<file path="src/rtl/instr_fetch_unit.sv">
// instr_fetch_unit
//   Fetch stage of the multi-cycle RISC-V CPU. Owns the PC, drives the
//   instruction-memory byte address and captures the returned word into the
//   instruction register together with the PC it was fetched from.
//
// Ports
//   clk          in   system clock, rising edge
//   reset        in   asynchronous, active-high reset
//   fetch_req    in   request one instruction fetch (sampled only in IDLE)
//   pc_we        in   load pc_next into PC (honoured only in IDLE)
//   pc_next      in   branch/jump target byte address
//   imem_a       out  instruction memory byte address (always equals pc)
//   imem_rd      in   instruction memory read data
//   instr        out  instruction register
//   instr_pc     out  PC of the word held in instr
//   pc           out  current PC register
//   pc_plus4     out  pc + 4, wraps modulo 2^32
//   instr_valid  out  one-cycle pulse after instr/instr_pc were updated
//   busy         out  high while a fetch is in progress
//   misaligned   out  sticky flag: fetch requested from a misaligned PC
module instr_fetch_unit #(
   parameter logic [31:0] RESET_PC    = 32'h0000_0000,
   parameter int unsigned MEM_LATENCY = 0,
   parameter logic [31:0] NOP_INSTR   = 32'h0000_0013
) (
   input  logic        clk,
   input  logic        reset,
   input  logic        fetch_req,
   input  logic        pc_we,
   input  logic [31:0] pc_next,
   output logic [31:0] imem_a,
   input  logic [31:0] imem_rd,
   output logic [31:0] instr,
   output logic [31:0] instr_pc,
   output logic [31:0] pc,
   output logic [31:0] pc_plus4,
   output logic        instr_valid,
   output logic        busy,
   output logic        misaligned
);

   localparam int unsigned CW = (MEM_LATENCY < 2) ? 1 : $clog2(MEM_LATENCY + 1);
   localparam logic [CW-1:0] CNT_LOAD = CW'(MEM_LATENCY);

   localparam logic [0:0] S_IDLE  = 1'b0;
   localparam logic [0:0] S_FETCH = 1'b1;

   logic [0:0]    r_state;
   logic [CW-1:0] r_cnt;
   logic [31:0]   r_pc;
   logic [31:0]   r_instr;
   logic [31:0]   r_instr_pc;
   logic          r_valid;
   logic          r_mis;

   logic [31:0]   w_pc_plus4;
   logic [31:0]   w_start_pc;

   assign w_pc_plus4 = r_pc + 32'd4;
   // A fetch requested together with pc_we is issued from the new PC, so the
   // alignment check has to look at pc_next in that case.
   assign w_start_pc = pc_we ? pc_next : r_pc;

   always_ff @(posedge clk or posedge reset) begin
      if (reset) begin
         r_state    <= S_IDLE;
         r_cnt      <= '0;
         r_pc       <= RESET_PC;
         r_instr    <= NOP_INSTR;
         r_instr_pc <= RESET_PC;
         r_valid    <= 1'b0;
         r_mis      <= 1'b0;
      end else begin
         r_valid <= 1'b0;
         if (r_state == S_IDLE) begin
            if (pc_we) begin
               r_pc  <= pc_next;
               r_mis <= 1'b0;
            end
            if (fetch_req) begin
               if (w_start_pc[1:0] == 2'b00) begin
                  r_state <= S_FETCH;
                  r_cnt   <= CNT_LOAD;
               end else begin
                  // Overrides the clear above when pc_we targets a misaligned PC.
                  r_mis <= 1'b1;
               end
            end
         end else begin
            if (r_cnt != '0) begin
               r_cnt <= r_cnt - CW'(1);
            end else begin
               r_instr    <= imem_rd;
               r_instr_pc <= r_pc;
               r_pc       <= w_pc_plus4;
               r_valid    <= 1'b1;
               r_state    <= S_IDLE;
            end
         end
      end
   end

   assign imem_a      = r_pc;
   assign pc          = r_pc;
   assign pc_plus4    = w_pc_plus4;
   assign instr       = r_instr;
   assign instr_pc    = r_instr_pc;
   assign instr_valid = r_valid;
   assign busy        = (r_state == S_FETCH);
   assign misaligned  = r_mis;

endmodule

</file>
<file path="config.mk">
export PLATFORM = sky130hd
export DESIGN_NAME = instr_fetch_unit
export DESIGN_NICKNAME = d
export VERILOG_FILES = /design/src/rtl/instr_fetch_unit.sv
export SDC_FILE = /design/constraint.sdc
export NUM_CORES = 1
export LEC_CHECK = 0
export BUFFER_PORTS_ARGS = -buffer_cell sky130_fd_sc_hd__buf_2
export CORE_UTILIZATION = 43
export CTS_CLUSTER_SIZE = 24
export DETAILED_ROUTE_END_ITERATION = 8
export PLACE_DENSITY = 0.75
export REMOVE_ABC_BUFFERS = 1
export SETUP_SLACK_MARGIN = 0.02
export SYNTH_ARGS = -nofsm -noshare
export SYNTH_HDL_FRONTEND = slang
export SYNTH_SLANG_ARGS = --single-unit
</file>
<file path="constraint.sdc">
create_clock -name clk -period 8.7 [get_ports clk]
set_input_delay 1.74 -clock clk [delete_from_list [all_inputs] [get_ports clk]]
set_output_delay 1.74 -clock clk [all_outputs]
set_load 0.1 [all_outputs]
</file>
==> impl_results.rst <==
.. list-table::
   :header-rows: 1

   * - Metric
     - Value
   * - Clock buffers created by TritonCTS
     - 9
   * - Global placement routability congestion
     - approximately 0.8
   * - Launch instance of the worst register-to-register path
     - busy$_DFF_PP0_
   * - Crit path buffers/inverters
     - 1
   * - Max Cap Viol
     - 0
   * - Number of I/O pins
     - 231
   * - Nature of the critical path startpoint
     - flop
   * - Met3 track demand over resource in global routing
     - between 4 and 5%
   * - Antenna cell count
     - 0
   * - Rows
     - 38
   * - Max-slew violation count
     - 0
   * - Data required time of the critical path
     - 6.96 ns
   * - Worst hold path stage count
     - 1
   * - Slew margin rel.
     - 30.0%
   * - DP HPWL
     - between 8000 and 9000 µm
   * - Vias/cell
     - 5.22
   * - Most congested layer reported by global routing
     - met2
   * - Pin slew with the least headroom to its limit
     - approximately 1.0 ns
   * - Detailed-route wire length per cell
     - approximately 16 µm
   * - Number of global-route vias before repair
     - 3,623
   * - Clock input transition at the sequential cells of the worst setup and hold paths
     - 0.06 ns
   * - Sink of the worst hold path
     - instr[25]$_DFFE_PP0P_
   * - Cell chosen for the clock root
     - clkbuf_16
   * - Fin crit share
     - roughly 53%
   * - Count of final setup violators
     - 0
   * - Initial cell density of the core
     - 44.7%
   * - Sinks on the clock net
     - 99
   * - FILL cells
     - a little under 1,000
   * - Number of hold-slack violations in the final timing report
     - 0
   * - Number of DRC markers after the initial detailed-route iteration
     - approximately 300
   * - Longest individual stage delay on the worst path
     - about 0.57 ns
   * - Worst Setup End Kind
     - output port
   * - Largest buffer count on any clock path
     - 2
   * - Maximum clock frequency
     - 218 MHz
   * - Number of detailed-route iterations in the first pass
     - 4
   * - Clock skew after layout
     - 0.00689 ns
   * - Post-Route Setup TNS
     - 0 ns
   * - Met2 global-route usage
     - between 30% and 40%
   * - Min-Delay Startpoint
     - instr[25]$_DFFE_PP0P_
   * - Total number of H-tree levels
     - 3
   * - DIE AREA
     - around 0.012 mm²
   * - Dominant cells by area after synthesis
     - dfrtp_1, mux2_2, buf_4
   * - Min-Delay Path Class
     - reg -> reg
   * - Port-buffer cells
     - 230
   * - Number of antenna-violating nets in the routed design
     - 0
   * - Fraction of final layout cells sized beyond drive strength 1
     - between 50% and 60%
   * - Logic depth of the worst register-to-register path
     - 5
   * - Instance count of the mapped netlist
     - roughly 440
   * - Final-stage net count
     - 690
   * - Run status
     - completed
   * - Area of the multi-input gates
     - approximately 0.0021 mm²
   * - Worst-path cell chain
     - ha_1 -> and3_1 -> nand4_2 -> or4_1 -> nand2_1 -> buf_2
   * - Crit Path Max Fanout
     - 15
   * - Synthesized flop and latch total
     - 99
   * - Number of flops mapped to enable cells by yosys
     - 0
   * - Area taken by flip-flops and latches
     - about 0.0025 mm²
   * - Antenna violations before repair
     - 0
   * - Shortest clock period the worst path allows after layout
     - roughly 4.6 ns
   * - Worst endpoint data arrival time
     - 2.84 ns
   * - Share of synthesized flip-flops with an asynchronous set or reset
     - 100%
   * - Remaining design rule violation count
     - 0
   * - Dominant delay contributor by cell family on the critical path
     - simple AND/OR/NAND/NOR gates
   * - RSZ-0062 raised after global routing
     - no
   * - Number of buffers inserted for hold repair after clock tree synthesis
     - 0
   * - Width of the die
     - around 110 µm
   * - GR met1 Demand/Resource
     - approximately 26%
   * - Clock tree from TritonCTS
     - built
   * - Die Ht
     - 109 µm
   * - Capture point of the worst reg-to-reg path
     - imem_a[6]$_DFFE_PP0P_
   * - Most used flip-flop cell after synthesis
     - dfrtp_1
   * - Total wire length after detailed routing
     - 12,100 µm
   * - Largest area contributor in the netlist
     - dfrtp_1
   * - Top-area cell type share of the netlist area
     - 48.7%
   * - Synthesis warning total
     - 0
   * - Post_cts resized
     - 0
   * - Syn avg cell area
     - between 10 and 15 µm²
   * - Sequential element share of the synthesized area
     - about half
   * - Largest net degree at the start of global routing
     - 65
   * - Worst-Skew Late Latency
     - ~0.33 ns
   * - Post-Synthesis Cell Area
     - ~0.0049 mm²
   * - Leftover overflow at the end of global routing
     - 0
   * - Area growth syn-to-layout
     - 26.2%
   * - Crit-path slowest cell
     - or4_1
   * - First-pass GRT wire length
     - 18,600 µm
   * - Placeable core region
     - ~0.011 mm²
   * - Cell variety after synth
     - ~40
   * - Crit Path Category
     - reg -> out
   * - Overall fraction of global-route tracks in use
     - 20.3%
   * - Post-CTS Setup Bufs
     - 0
   * - Vias post-DR
     - between 3,000 and 4,000
   * - Reg-to-reg slack, setup
     - between 6 and 7 ns
layer usage:
metal / wire length, µm / vias to the layer above
met1: 5020 / 1934
li1: - / 1902
met2: 6130 / 153
met5: 0 / -
met4: 101 / 0
met3: 830 / 9
metrics by stage:
| step | setup slack [ns] | std cells | cell area [µm²] | hold slack, ns | utilization [%] |
|---|---|---|---|---|---|
| 6_report | 4.12 | 766 | 6220 | 0.500 | 56.4 |
| 5_1_grt | 3.94 | 766 | 6220 | 0.524 | 56.4 |
| 4_1_cts | 4.06 | 766 | 6220 | 0.506 | 56.4 |
| 3_5_place_dp | 4.43 | 750 | 5910 | 0.490 | 53.6 |
| 3_3_place_gp | 4.54 | 750 | 5910 | 0.474 | 53.6 |
| 2_1_floorplan | 2.64 | 378 | 4560 | 0.852 | - |
cell usage in the layout, fill, tap and decap left out, types with 6 or more instances in the layout:
| cell type | synthesis | routed |
|---|---|---|
| buf_2 | 9 | 230 |
| dfrtp_1 | 96 | 95 |
| mux2_2 | 62 | 62 |
| nand2_1 | 40 | 40 |
| a31oi_1 | 14 | 14 |
| mux2i_1 | 14 | 14 |
| nor2b_1 | 13 | 13 |
| a211oi_1 | 13 | 13 |
| nor2_1 | 11 | 11 |
| o21ai_0 | 10 | 10 |
| or4_1 | 10 | 10 |
| nand3_1 | 9 | 9 |
| o31ai_1 | 9 | 9 |
| clkbuf_16 | 0 | 9 |
| xnor2_1 | 8 | 8 |
| a21o_1 | 8 | 8 |
| inv_1 | 8 | 7 |
| nand4_1 | 7 | 7 |
| nor3_1 | 6 | 6 |
flip-flops by register name, summed over array words and instances, names as in the netlist:
| name | cells |
|---|---|
| busy | 1 |
| imem_a | 32 |
| instr | 32 |
| instr_pc | 32 |
| instr_valid | 1 |
| misaligned | 1 |
worst max-delay path by stage:
stage                                startpoint            to  slack, ns  depth (start not counted)
final                     imem_a[2]$_DFFE_PP0P_  pc_plus4[24]       4.12                          6
after global routing      imem_a[2]$_DFFE_PP0P_  pc_plus4[20]       3.94                          6
after CTS                 imem_a[2]$_DFFE_PP0P_  pc_plus4[24]       4.06                          6
after detailed placement  imem_a[2]$_DFFE_PP0P_  pc_plus4[24]       4.43                          6
after global placement    imem_a[2]$_DFFE_PP0P_  pc_plus4[24]       4.54                          6
after floorplan           imem_a[9]$_DFFE_PP0P_  pc_plus4[15]       2.64                          4
synthesized netlist by cell type (7+ instances only):
master    count
mux2i_1      14
nor2_1       11
a211oi_1     13
inv_1         8
a31oi_1      14
buf_4        34
dfrtp_1      96
nand4_1       7
nand3_1       9
xnor2_1       8
o21ai_0      10
nand2_1      40
or4_1        10
nor2b_1      13
mux2_2       62
a21o_1        8
buf_2         9
o31ai_1       9
clkbuf_1     18
layout make-up:
cell class,count,area share [%]
inverters,8,0.523
repair buffers,232,18.7
clock buffers,11,4.06
well taps,140,2.81
clock inverters,5,0.965
multi-input cells,271,33.0
flip-flops and latches,99,39.9
cell families after synthesis:
logic type	share of synthesized area, %
simple gates	12.8
mux	17.0
xor+xnor	2.13
buf+inv	8.07
compound gates	9.49
flops	50.3
fa+ha+maj	0.254
Power is not shown: default switching activity piles up to over one toggle a cycle in this logic, so the estimate is an artifact.
